File: src/rtl/dmem_arbiter_if.sv
// Bundles the core port, host port and data-memory side of the arbiter.
// The arbiter takes the slave view; requesters and the memory take the master view.
interface dmem_arbiter_if #(
  parameter int AW = 4,
  parameter int DW = 8
);
  logic          c_req;
  logic          c_we;
  logic [AW-1:0] c_addr;
  logic [DW-1:0] c_wdata;
  logic          c_gnt;
  logic          c_rvalid;
  logic [DW-1:0] c_rdata;
  logic          c_stall;

  logic          h_req;
  logic          h_lock;
  logic          h_we;
  logic [AW-1:0] h_addr;
  logic [DW-1:0] h_wdata;
  logic          h_gnt;
  logic          h_rvalid;
  logic [DW-1:0] h_rdata;

  logic [AW-1:0] mem_addr;
  logic          mem_we;
  logic [DW-1:0] mem_wdata;
  logic [DW-1:0] mem_rdata;

  modport slave (
    input  c_req, c_we, c_addr, c_wdata,
    output c_gnt, c_rvalid, c_rdata, c_stall,
    input  h_req, h_lock, h_we, h_addr, h_wdata,
    output h_gnt, h_rvalid, h_rdata,
    output mem_addr, mem_we, mem_wdata,
    input  mem_rdata
  );

  modport master (
    output c_req, c_we, c_addr, c_wdata,
    input  c_gnt, c_rvalid, c_rdata, c_stall,
    output h_req, h_lock, h_we, h_addr, h_wdata,
    input  h_gnt, h_rvalid, h_rdata,
    input  mem_addr, mem_we, mem_wdata,
    output mem_rdata
  );
endinterface

File: src/rtl/dmem_arbiter.sv
// Single-port data memory arbiter between the core and a host loader.
// Round-robin grants, with a bounded host burst lock that yields to a waiting core.
module dmem_arbiter #(
  parameter int AW       = 4,
  parameter int DW       = 8,
  parameter int MAX_LOCK = 8,
  parameter int SCW      = 16
) (
  input  logic           CLK,
  input  logic           RST,
  dmem_arbiter_if.slave  bus,
  output logic [SCW-1:0] stall_cnt,
  output logic           lock_active
);

  localparam int LCW = $clog2(MAX_LOCK + 1);
  localparam logic [LCW-1:0] LOCK_MAX = LCW'(MAX_LOCK);

  typedef enum logic [1:0] {RR, LOCKED, YIELD} state_e;

  state_e         state_q, state_d;
  logic           last_q, last_d;
  logic [LCW-1:0] lock_cnt_q, lock_cnt_d;
  logic           c_rvalid_q, h_rvalid_q;
  logic [DW-1:0]  c_rdata_q, h_rdata_q;
  logic [SCW-1:0] stall_cnt_q;
  logic           c_win, h_win, rr_c, rr_h;
  logic [AW-1:0]  mem_addr_d;
  logic [DW-1:0]  mem_wdata_d;
  logic           mem_we_d;

  // last_q = 1 means the host had the most recent grant, so the core wins a tie.
  always_comb begin
    state_d    = state_q;
    last_d     = last_q;
    lock_cnt_d = lock_cnt_q;
    rr_c       = bus.c_req & (~bus.h_req | last_q);
    rr_h       = bus.h_req & ~rr_c;
    c_win      = 1'b0;
    h_win      = 1'b0;
    case (state_q)
      RR: begin
        c_win = rr_c;
        h_win = rr_h;
        if (rr_h && bus.h_lock) begin
          state_d    = LOCKED;
          lock_cnt_d = LCW'(1);
        end
      end
      LOCKED: begin
        if (!(bus.h_req && bus.h_lock)) begin
          c_win      = rr_c;
          h_win      = rr_h;
          state_d    = RR;
          lock_cnt_d = '0;
        end else if (lock_cnt_q == LOCK_MAX && bus.c_req) begin
          c_win   = 1'b1;
          state_d = YIELD;
        end else begin
          h_win = 1'b1;
          if (lock_cnt_q != LOCK_MAX) lock_cnt_d = lock_cnt_q + 1'b1;
        end
      end
      YIELD: begin
        c_win      = bus.c_req;
        h_win      = bus.h_req & ~bus.c_req;
        state_d    = RR;
        lock_cnt_d = '0;
      end
      default: begin
        state_d    = RR;
        lock_cnt_d = '0;
      end
    endcase
    if (c_win) last_d = 1'b0;
    else if (h_win) last_d = 1'b1;
  end

  // Grants are suppressed during reset so no memory write can land on a reset edge.
  always_comb begin
    mem_addr_d  = '0;
    mem_wdata_d = '0;
    mem_we_d    = 1'b0;
    if (c_win) begin
      mem_addr_d  = bus.c_addr;
      mem_wdata_d = bus.c_wdata;
      mem_we_d    = bus.c_we;
    end else if (h_win) begin
      mem_addr_d  = bus.h_addr;
      mem_wdata_d = bus.h_wdata;
      mem_we_d    = bus.h_we;
    end
    bus.c_gnt     = c_win & ~RST;
    bus.h_gnt     = h_win & ~RST;
    bus.mem_addr  = RST ? '0 : mem_addr_d;
    bus.mem_wdata = RST ? '0 : mem_wdata_d;
    bus.mem_we    = mem_we_d & ~RST;
    bus.c_stall   = bus.c_req & ~bus.c_gnt;
  end

  always_ff @(posedge CLK or posedge RST) begin
    if (RST) begin
      state_q     <= RR;
      last_q      <= 1'b1;
      lock_cnt_q  <= '0;
      c_rvalid_q  <= 1'b0;
      h_rvalid_q  <= 1'b0;
      c_rdata_q   <= '0;
      h_rdata_q   <= '0;
      stall_cnt_q <= '0;
    end else begin
      state_q    <= state_d;
      last_q     <= last_d;
      lock_cnt_q <= lock_cnt_d;
      c_rvalid_q <= bus.c_gnt & ~bus.c_we;
      h_rvalid_q <= bus.h_gnt & ~bus.h_we;
      if (bus.c_gnt && !bus.c_we) c_rdata_q <= bus.mem_rdata;
      if (bus.h_gnt && !bus.h_we) h_rdata_q <= bus.mem_rdata;
      if (bus.c_stall && stall_cnt_q != '1) stall_cnt_q <= stall_cnt_q + 1'b1;
    end
  end

  assign bus.c_rvalid = c_rvalid_q;
  assign bus.h_rvalid = h_rvalid_q;
  assign bus.c_rdata  = c_rdata_q;
  assign bus.h_rdata  = h_rdata_q;
  assign stall_cnt    = stall_cnt_q;
  assign lock_active  = (state_q == LOCKED);

endmodule

File: src/flat_wrapper.sv
// flat-port wrapper written by rule: the top's interface ports become plain ports
module dmem_arbiter_flat 
#(
  parameter int AW       = 4,
  parameter int DW       = 8,
  parameter int MAX_LOCK = 8,
  parameter int SCW      = 16
)
  (CLK, RST, stall_cnt, lock_active, bus_c_req, bus_c_we, bus_c_addr, bus_c_wdata, bus_c_gnt, bus_c_rvalid, bus_c_rdata, bus_c_stall, bus_h_req, bus_h_lock, bus_h_we, bus_h_addr, bus_h_wdata, bus_h_gnt, bus_h_rvalid, bus_h_rdata, bus_mem_addr, bus_mem_we, bus_mem_wdata, bus_mem_rdata);
  dmem_arbiter_if #(.AW(AW), .DW(DW)) bus_i ();
  input  logic CLK;
  input  logic RST;
  output logic [SCW-1:0] stall_cnt;
  output logic lock_active;
  input wire logic [$bits(bus_i.c_req)-1:0] bus_c_req;
  input wire logic [$bits(bus_i.c_we)-1:0] bus_c_we;
  input wire logic [$bits(bus_i.c_addr)-1:0] bus_c_addr;
  input wire logic [$bits(bus_i.c_wdata)-1:0] bus_c_wdata;
  output wire logic [$bits(bus_i.c_gnt)-1:0] bus_c_gnt;
  output wire logic [$bits(bus_i.c_rvalid)-1:0] bus_c_rvalid;
  output wire logic [$bits(bus_i.c_rdata)-1:0] bus_c_rdata;
  output wire logic [$bits(bus_i.c_stall)-1:0] bus_c_stall;
  input wire logic [$bits(bus_i.h_req)-1:0] bus_h_req;
  input wire logic [$bits(bus_i.h_lock)-1:0] bus_h_lock;
  input wire logic [$bits(bus_i.h_we)-1:0] bus_h_we;
  input wire logic [$bits(bus_i.h_addr)-1:0] bus_h_addr;
  input wire logic [$bits(bus_i.h_wdata)-1:0] bus_h_wdata;
  output wire logic [$bits(bus_i.h_gnt)-1:0] bus_h_gnt;
  output wire logic [$bits(bus_i.h_rvalid)-1:0] bus_h_rvalid;
  output wire logic [$bits(bus_i.h_rdata)-1:0] bus_h_rdata;
  output wire logic [$bits(bus_i.mem_addr)-1:0] bus_mem_addr;
  output wire logic [$bits(bus_i.mem_we)-1:0] bus_mem_we;
  output wire logic [$bits(bus_i.mem_wdata)-1:0] bus_mem_wdata;
  input wire logic [$bits(bus_i.mem_rdata)-1:0] bus_mem_rdata;
  assign bus_i.c_req = bus_c_req;
  assign bus_i.c_we = bus_c_we;
  assign bus_i.c_addr = bus_c_addr;
  assign bus_i.c_wdata = bus_c_wdata;
  assign bus_c_gnt = bus_i.c_gnt;
  assign bus_c_rvalid = bus_i.c_rvalid;
  assign bus_c_rdata = bus_i.c_rdata;
  assign bus_c_stall = bus_i.c_stall;
  assign bus_i.h_req = bus_h_req;
  assign bus_i.h_lock = bus_h_lock;
  assign bus_i.h_we = bus_h_we;
  assign bus_i.h_addr = bus_h_addr;
  assign bus_i.h_wdata = bus_h_wdata;
  assign bus_h_gnt = bus_i.h_gnt;
  assign bus_h_rvalid = bus_i.h_rvalid;
  assign bus_h_rdata = bus_i.h_rdata;
  assign bus_mem_addr = bus_i.mem_addr;
  assign bus_mem_we = bus_i.mem_we;
  assign bus_mem_wdata = bus_i.mem_wdata;
  assign bus_i.mem_rdata = bus_mem_rdata;
  dmem_arbiter #(.AW(AW), .DW(DW), .MAX_LOCK(MAX_LOCK), .SCW(SCW)) u_core (.CLK(CLK), .RST(RST), .bus(bus_i), .stall_cnt(stall_cnt), .lock_active(lock_active));
endmodule
File: config.mk
export PLATFORM = sky130hd
export DESIGN_NAME = dmem_arbiter_flat
export DESIGN_NICKNAME = d
export VERILOG_FILES = /design/src/rtl/dmem_arbiter_if.sv /design/src/rtl/dmem_arbiter.sv /design/src/flat_wrapper.sv
export SDC_FILE = /design/constraint.sdc
export NUM_CORES = 1
export LEC_CHECK = 0
export CORE_AREA = 2 2 83 85
export DETAILED_ROUTE_END_ITERATION = 6
export DIE_AREA = 0 0 85 87
export PLACE_DENSITY_LB_ADDON = 0.12
export SLEW_MARGIN = 20
export SYNTH_ARGS = -nofsm -noshare
export SYNTH_HDL_FRONTEND = slang
export SYNTH_SLANG_ARGS = --single-unit
File: constraint.sdc
create_clock -name CLK -period 2.6 [get_ports CLK]
set_clock_uncertainty 0.1 [all_clocks]
set_input_delay 0.26 -clock CLK [delete_from_list [all_inputs] [get_ports CLK]]
set_output_delay 0.26 -clock CLK [all_outputs]
set_load 0.01 [all_outputs]
==> results of run 1 <==
power by group:
| part | switching [uW] | internal, uW |
|---|---|---|
| clock | 237 | 387 |
| sequential | 107 | 769 |
| combinational | 286 | 481 |
| total | 630 | 1640 |
Yosys cell counts (all sizes together):
library cell	count
a21oi	16
o31a	1
and3	6
o21ai	6
mux2	19
nor2	21
nand3b	4
o2111ai	1
nand2	25
mux2i	1
a2111oi	1
a311oi	1
nand2b	1
o21a	1
nor3b	1
nand4b	2
clkbuf	1
and2b	2
nand4	4
buf	6
nor3	4
o31ai	2
inv	6
and4	2
or2	1
xnor2	13
a211oi	2
a21o	1
ha	3
dfrtp	40
nand3	13
dfstp	1
layer usage:
metal / vias to the layer above / share of wire / GRT usage
met3: 4 / 0.074 / 0.0445
met4: 0 / 0.011 / 0.0563
li1: 942 / - / -
met2: 72 / 0.46 / 0.243
met5: - / 0 / 0
met1: 870 / 0.45 / 0.181
state kept, by name, summed over array words and instances, names as in the netlist:
signal               cells
u_core.bus.h_rvalid      1
u_core.stall_cnt        16
u_core.bus.c_rdata       8
u_core.last_q            1
u_core.lock_cnt_q        4
u_core.state_q           2
u_core.bus.h_rdata       8
u_core.bus.c_rvalid      1
final timing paths:
| check | start | slack, ns | endpoint |
|---|---|---|---|
| worst min register to register | u_core.stall_cnt[9]$_DFFE_PP0P_ | 0.39 | u_core.stall_cnt[9]$_DFFE_PP0P_ |
| min in group asynchronous | RST | 0.48 | u_core.bus.h_rdata[1]$_DFFE_PP0P_ |
| worst min-delay path | bus_h_req | 0.35 | u_core.state_q[1]$_DFFE_PP0P_ |
| max in group asynchronous | RST | 1.66 | u_core.last_q$_DFFE_PP1P_ |
| worst max register to register | u_core.lock_cnt_q[0]$_DFFE_PP0P_ | 0.23 | u_core.bus.h_rdata[2]$_DFFE_PP0P_ |
| worst max-delay path | u_core.state_q[1]$_DFFE_PP0P_ | 0.16 | bus_c_stall |
kinds of logic after synthesis:
logic type | Yosys count | share of synthesized area
AOI/OAI and AO/OA | 32 | 0.106
adders and majority gates | 3 | 0.0169
DFF | 41 | 0.464
muxes | 20 | 0.128
and+or+nand+nor | 86 | 0.197
xor gates and xnor gates | 13 | 0.0514
buffers and inverters | 13 | 0.0373
worst register-to-register path: stages (launching register included):
cell	delay [ns]
dfrtp_1	0.36
inv_1	0.05
ha_1	0.22
nand4b_1	0.17
o2111ai_2	0.15
a21oi_2	0.23
buf_12	0.16
and2b_1	0.48
mux2_4	0.35
layout make-up:
class,count,area (sq um),area share
sequential,41,1030,0.303
clock inverter,3,68.8,0.0203
clock buffer,5,68.8,0.0203
inverter,6,30.0,0.00885
multi-input combinational,154,1120,0.330
timing repair buffer,107,978,0.288
tap,80,100,0.0295
metrics by stage:
step	setup slack [ns]	instance area (sq um)	util	cells	power, uW
floorplan	0.269	2220	-	208	1240
detailed placement	-0.0860	3270	0.498	384	1680
global placement	-0.0826	3270	0.498	384	1670
global route	0.0188	3390	0.517	396	2400
CTS	0.0235	3410	0.519	393	2300
finish	0.158	3390	0.517	396	2270
repair_timing:
item	4_1_cts	5_1_grt
resized for setup	14	30
pin swaps	1	3
buffers inserted	1	3
cloned	0	0
setup endpoints to repair	15	16
==> qor.yml, run 1 <==
synth:
  yosysWarningCount: 0
  synth-seq-cells: 41
  ys_types: 39
  synth_area_leader_cell: "dfrtp_1"
  synthesis.area_sq_um: 2220
  yosysTopAreaCellShare: 0.452
  postSynthCellCount: 208
  syn_nets: 250
  avgSynthCellArea_sq_um: 10.7
  synth_area_leaders: "dfrtp_1, mux2_4, xnor2_1, nand2_1, a21oi_1"
  ys_seq_area_frac: 0.464
route:
  dr.pass1.iters: 4
  drc: 0
  wl_per_cell_microns: 13.0
  dr.first_iter.drc_count: 52
  drtAntennaViolNets: 0
  drt_wl_total_mm: 5.16
  viasPerCell: 4.77
  dr_total_vias: 1888
timing:
  period_share: 0.939
  hold_viol: 0
  slew_headroom: 0.634
  rsz0062_at_grt: "no"
  max_freq_mhz: 409
  period_needed_ns: 2.44
  worst_slew_pin_slew_ns: 0.550
  slew_violations: 0
  finalSetupTns_ns: 0
  final-setup-viol-count: 0
  holdWs_ns: 0.346
pwr:
  ir_worst_vdd_uv: 324
  p_per_area_nw_per_um2: 668
  leakagePower_uw: 0.00149
worst_setup_path:
  r2r_cells: 8
  critical_path_arrival_ns: 2.08
  worstPathRequired_ns: 2.24
  worst-setup-path-type: "reg2out"
  critPathLaunchType: "register"
  cp_num_cells: 5
  cpMaxStageDelayCell: "clkdlybuf4s50_1"
  cpLargestDelayFamily: "compound AO/OA/AOI/OAI gates"
  end_kind: "output pin"
  critPathBufInv: 2
  crit_chain: "a21o_1 > buf_4 > a2111oi_4 > a211oi_4 > clkdlybuf4s50_1"
  cp_max_fo: 9
  max_stage_delay_ns: 0.49
grt:
  antenna_found_initial: 0
  grt_pass1_vias: 1868
  grt_overflow_total: 0
  grt_usage: 0.147
  grt_pass1_wl_mm: 8.59
  grt_max_degree: 24
die:
  dieArea_sq_um: 7400
  core_sq_um: 6570
  num_rows: 30
  start_util: 0.337
  fp.dieW_microns: 85
  dieHeight_microns: 87
  io_pins: 90
hold_path:
  hold_path_class: "in2reg"
  hold_depth: 3
layout:
  syn_to_final_growth_pct: 53.2
  fill_cells: 590
  fin_nets: 357
  mostFrequentLayoutCells: "clkdlybuf4s50_1, dfrtp_1, nand2_1"
  mostFrequentLayoutCell: "clkdlybuf4s50_1"
  diodes: 0
  drive_gt1_frac: 0.212
run_status:
  outcome: "completed"
cts:
  clkTransAtPathRegs_ns: 0.08
  hold_buffers: 0
  cts_buffers: 5
  cts_root_buffer: "clkbuf_8"
  cts_tree: "done"
  ctsHtreeMaxLevel: 2
  cts_max_path_buffers: 2
  clock-sinks: 41
  worstSkewPairLatency_ns: 0.30
run:
  maxCapViolations: 0
placed_design:
  hpwl_mm: 3.96
  io_buffers: 89
  place.gp.congestion: 0.766
Note: power is estimated with default switching activity, not from simulation.
==> run 2: changes to the inputs <==
- GPL_TIMING_DRIVEN: unset -> 0
==> qor.yml, run 2 (synthesis gave the netlist of run 1 again) <==
grt:
  grt_overflow_total: 0  # unchanged
  grt_usage: 0.152  # +0.00519
  grt_pass1_wl_mm: 9.09  # +5.9%
  antenna_found_initial: 0  # unchanged
  grt_max_degree: 23  # -4.2%
  grt_pass1_vias: 1925  # +3.1%
cts:
  cts_buffers: 5  # unchanged
  clock-sinks: 41  # unchanged
  cts_max_path_buffers: 2  # unchanged
  hold_buffers: 0  # unchanged
  cts_tree: "done"
  cts_root_buffer: "clkbuf_8"
  ctsHtreeMaxLevel: 2  # unchanged
  worstSkewPairLatency_ns: 0.29  # about the same
  clkTransAtPathRegs_ns: 0.09  # about the same
worst_setup_path:
  r2r_cells: 9  # +1
  critical_path_arrival_ns: 2.20  # +0.12 ns
  r2r_end: "u_core.bus.h_rdata[7]$_DFFE_PP0P_"
  worstPathRequired_ns: 2.24  # about the same
  timing.rr.start: "u_core.lock_cnt_q[0]$_DFFE_PP0P_"
  r2r_slack_ns: 0.41  # +0.18 ns
  worst-setup-path-type: "reg2out"
  end_kind: "output pin"
  cp_max_fo: 10  # +1
  critPathLaunchType: "register"
pwr:
  switching_power_uw: 632  # +0.26%
  power.total_uw: 2170  # -4.5%
  p_per_area_nw_per_um2: 641  # -4.0%
  seqPwrFrac: 0.405  # +0.019
  p_int_uw: 1530  # -6.3%
  ir_worst_vdd_uv: 330  # +1.7%
  p_sw_frac: 0.292  # +0.0137
  clkPwrFrac: 0.242  # -0.033
  comb_power_share: 0.353  # +0.015
  leakagePower_uw: 0.00149  # +0.32%
die:
  dieHeight_microns: 87  # unchanged
  fp.dieW_microns: 85  # unchanged
  num_rows: 30  # unchanged
  dieArea_sq_um: 7400  # unchanged
  core_sq_um: 6570  # unchanged
  io_pins: 90  # unchanged
  start_util: 0.337  # unchanged
timing:
  max_freq_mhz: 390  # -4.7%
  period_needed_ns: 2.56  # +0.121 ns
  slew_headroom: 0.559  # -0.0745
  holdWs_ns: 0.0692  # -0.276 ns
  worst_slew_pin_slew_ns: 0.657  # +0.107 ns
  final-setup-viol-count: 0  # unchanged
  hold_viol: 0  # unchanged
  period_share: 0.986  # +0.0464
  rsz0062_at_grt: "yes"
  slew_violations: 0  # unchanged
layout:
  finalInstanceArea_sq_um: 3380  # -0.44%
  fill_cells: 584  # -1.0%
  diodes: 0  # unchanged
  fin_nets: 353  # -1.1%
  mostFrequentLayoutCells: "clkdlybuf4s50_1, dfrtp_1, nand2_1"
  mostFrequentLayoutCell: "clkdlybuf4s50_1"
  fin_cells: 392  # -1.0%
  drive_gt1_frac: 0.176  # -0.0357
  syn_to_final_growth_pct: 52.5
  post-route-util: 0.514  # -0.00229
  largest_reg_flops: 16  # unchanged
route:
  dr.first_iter.drc_count: 41  # -21%
  dr_total_vias: 1931  # +2.3%
  wl_per_cell_microns: 13.4  # +2.9%
  dr.pass1.iters: 4  # unchanged
  drc: 0  # unchanged
  drtAntennaViolNets: 0  # unchanged
  drt_wl_total_mm: 5.25  # +1.8%
  viasPerCell: 4.93  # +3.3%
placed_design:
  io_buffers: 89  # unchanged
  place_inst: 378  # -1.6%
  place.gp.congestion: 0.805  # +5.1%
  hpwl_mm: 3.95  # -0.18%
  placed_area_sq_um: 3230  # -1.1%
run:
  maxCapViolations: 0  # unchanged
run_status:
  outcome: "completed"
hold_path:
  hold_path_class: "in2async"
==> run 2: changes by cell type in the layout (fill, tap and decap cells not counted), sizes merged <==
cell | before | now
buf | 18 | 13
clkdlybuf4s50 | 74 | 72
clkbuf | 18 | 11
clkinvlp | 0 | 1
dlygate4sd2 | 0 | 10
bufinv | 2 | 1
==> run 2: layout make-up <==
cell class | count | area, sq um | share of cell area
clock inverters | 3 | 46.3 | 0.0137
multi-input cells | 154 | 1110 | 0.328
clock buffers | 5 | 68.8 | 0.0204
inverters | 6 | 32.5 | 0.00963
repair buffers | 96 | 931 | 0.275
well taps | 80 | 100 | 0.0296
plain buffers | 7 | 65.1 | 0.0193
flip-flops and latches | 41 | 1030 | 0.304
==> run 2: per-layer routing <==
metal / wire (microns) / track usage
met5: 0 / 0
met4: 40 / 0.0476
met1: 2400 / 0.204
met2: 2410 / 0.229
met3: 402 / 0.0559
==> run 2: how the worst max path moves through the flow <==
stage / startpoint / end / slack, ns / depth (start not counted)
5_1_grt: u_core.lock_cnt_q[0]$_DFFE_PP0P_ / bus_c_gnt / -0.11 / 8
6_report: u_core.state_q[1]$_DFFE_PP0P_ / bus_c_gnt / 0.04 / 7
3_5_place_dp: RST / bus_c_stall / -0.36 / 6
2_1_floorplan: RST / u_core.bus.c_rdata[0]$_DFFE_PP0P_ / 0.27 / 5
3_3_place_gp: RST / bus_mem_addr[2] / -1.35 / 6
4_1_cts: u_core.state_q[1]$_DFFE_PP0P_ / bus_c_gnt / 0.02 / 7
==> run 2: power groups by stage <==
| stage | Sequential, uW | Combinational, uW | Clock [uW] |
|---|---|---|---|
| floorplan | 933 | 306 | 0 |
| global placement | 894 | 758 | 0 |
| detailed placement | 895 | 769 | 0 |
| CTS | 880 | 777 | 538 |
| global route | 901 | 829 | 578 |
| finish | 878 | 764 | 524 |
==> run 2: critical path, cell delays in order, from the launching register on <==
cell and delay, ns:
dfrtp_1 0.38, buf_6 0.14, a21o_1 0.20, a211oi_2 0.30
o21ai_2 0.10, clkbuf_4 0.20, inv_1 0.07, clkdlybuf4s50_1 0.53
==> run 2: timing repair <==
| item | CTS | global route |
|---|---|---|
| pin swaps | 5 | 0 |
| resized for setup | 22 | 12 |
| setup buffers | 6 | 0 |
| setup endpoints to repair | 16 | 15 |
==> run 2: metrics by stage <==
stage | setup slack (ns) | setup TNS, ns
finish | 0.0370 | 0
global route | -0.111 | -0.301
CTS | 0.0159 | 0
detailed placement | -0.365 | -4.05
global placement | -1.35 | -34.39
floorplan | 0.269 | 0
==> run 3: changes to the inputs <==
- TNS_END_PERCENT: unset -> 30
==> qor.yml, run 3 (synthesis gave the netlist of run 1 again) <==
run_status:
  outcome: "completed"
route:
  viasPerCell: 4.93  # about the same
  drc: 0  # unchanged
  drt_wl_total_mm: 5.32  # +1.2%
  dr.first_iter.drc_count: 44  # +7.3%
  wl_per_cell_microns: 13.5  # +0.67%
  dr_total_vias: 1941  # +0.52%
  drtAntennaViolNets: 0  # unchanged
  dr.pass1.iters: 4  # unchanged
die:
  dieArea_sq_um: 7400  # unchanged
  num_rows: 30  # unchanged
  core_sq_um: 6570  # unchanged
  start_util: 0.337  # unchanged
  io_pins: 90  # unchanged
  dieHeight_microns: 87  # unchanged
  fp.dieW_microns: 85  # unchanged
pwr:
  p_per_area_nw_per_um2: 636  # -0.81%
  ir_worst_vdd_uv: 330  # +0.13%
  leakagePower_uw: 0.00151  # +1.1%
run:
  maxCapViolations: 0  # unchanged
worst_setup_path:
  cp_max_fo: 10  # unchanged
  crit_chain: "buf_6 > nor3b_4 > a2111oi_4 > a211oi_4 > buf_6 > clkdlybuf4s50_1"
  cpMaxStageDelayCell: "clkdlybuf4s50_1"
  cp_common_cell: "buf_6"
  end_kind: "output pin"
  critPathLaunchType: "register"
  worst-setup-path-type: "reg2out"
  worstPathRequired_ns: 2.24  # about the same
  critPathBufInv: 3  # -1
  cpLargestDelayFamily: "buffers and inverters"
  critical_path_arrival_ns: 2.18  # -0.02 ns
  max_stage_delay_ns: 0.55  # +0.02 ns
grt:
  antenna_found_initial: 0  # unchanged
  grt_pass1_vias: 1927  # +0.10%
  grt_usage: 0.152  # -0.000603
  grt_pass1_wl_mm: 9.07  # -0.31%
  grt_max_degree: 23  # unchanged
  grt_overflow_total: 0  # unchanged
timing:
  hold_viol: 0  # unchanged
  max_freq_mhz: 393  # +0.83%
  slew_violations: 0  # unchanged
  period_share: 0.978  # -0.00814
  final-setup-viol-count: 0  # unchanged
  period_needed_ns: 2.54  # -0.0212 ns
  slew_headroom: 0.413  # -0.146
  holdWs_ns: 0.0358  # -0.0334 ns
  worst_slew_pin_slew_ns: 0.877  # +0.220 ns
  timing.final.ws_setup_ns: 0.0582  # +0.0212 ns
  rsz0062_at_grt: "yes"
placed_design:
  placed_area_sq_um: 3230  # unchanged
  dpl_worst_slack_ns: -0.365  # unchanged
  place.gp.congestion: 0.805  # unchanged
  hpwl_mm: 3.95  # unchanged
  io_buffers: 89  # unchanged
cts:
  cts_buffers: 5  # unchanged
  cts_max_path_buffers: 2  # unchanged
  cts_root_buffer: "clkbuf_8"
  ctsHtreeMaxLevel: 2  # unchanged
  clkTransAtPathRegs_ns: 0.08  # about the same
  cts_tree: "done"
  clock-sinks: 41  # unchanged
  worstSkewPairLatency_ns: 0.29  # about the same
layout:
  diodes: 0  # unchanged
  finalInstanceArea_sq_um: 3400  # +0.67%
  mostFrequentLayoutCells: "clkdlybuf4s50_1, dfrtp_1, nand2_1"
  largest_reg_flops: 16  # unchanged
  mostFrequentLayoutCell: "clkdlybuf4s50_1"
  drive_gt1_frac: 0.201  # +0.0244
  fill_cells: 578  # -1.0%
  syn_to_final_growth_pct: 53.5
  post-route-util: 0.518  # +0.00343
  fin_nets: 355  # +0.57%
hold_path:
  hold_path_class: "in2async"
run 3: worst min-delay path: cells and delay by family:
kind	cells	cell delay [ns]
buffers and inverters	3	0.52
run 3: layout make-up:
type,count,area [sq um],share of cell area
Buffer,7,65.1,0.0191
Clock buffer,5,68.8,0.0202
Clock inverter,3,46.3,0.0136
Inverter,6,32.5,0.00956
Multi-Input combinational cell,154,1130,0.331
Sequential cell,41,1030,0.302
Tap cell,80,100,0.0294
Timing Repair Buffer,98,935,0.275
run 3: layer usage:
metal | global-route usage | vias up | part of all wire
met3 | 0.0559 | 2 | 0.081
met5 | 0 | - | 0
met4 | 0.0476 | 0 | 0.0075
met1 | 0.203 | 927 | 0.45
li1 | - | 939 | -
met2 | 0.229 | 73 | 0.46
run 3: through the flow:
step	instances	TNS [ns]	total power [uW]
finish	394	0	2160
detailed placement	378	-4.05	1660
floorplan	208	0	1240
global route	394	-0.0630	2310
global placement	377	-34.39	1650
CTS	391	-0.392	2190
run 3: worst paths after layout:
| path | start | endpoint | slack [ns] | cells after the start |
|---|---|---|---|---|
| min in group CLK | u_core.stall_cnt[9]$_DFFE_PP0P_ | u_core.stall_cnt[9]$_DFFE_PP0P_ | 0.41 | 1 |
| worst max-delay path | u_core.state_q[1]$_DFFE_PP0P_ | bus_c_stall | 0.06 | 6 |
| max in group asynchronous | RST | u_core.bus.h_rdata[1]$_DFFE_PP0P_ | 1.07 | 3 |
| worst min register to register | u_core.stall_cnt[9]$_DFFE_PP0P_ | u_core.stall_cnt[9]$_DFFE_PP0P_ | 0.41 | 1 |
| worst min-delay path | RST | u_core.stall_cnt[10]$_DFFE_PP0P_ | 0.04 | 3 |
| worst max register to register | u_core.lock_cnt_q[0]$_DFFE_PP0P_ | u_core.bus.h_rdata[7]$_DFFE_PP0P_ | 0.40 | 9 |
run 3: timing repair:
action	in CTS	in global routing
resized for setup	19	32
setup endpoints to repair	16	15
hold buffers	0	1
pin swaps	4	4
hold endpoints to repair	0	19
buffers inserted	5	2
run 3: power breakdown:
group / switching [uW] / internal, uW
Combinational: 290 / 479
Sequential: 109 / 769
Clock: 227 / 287
Total: 627 / 1540
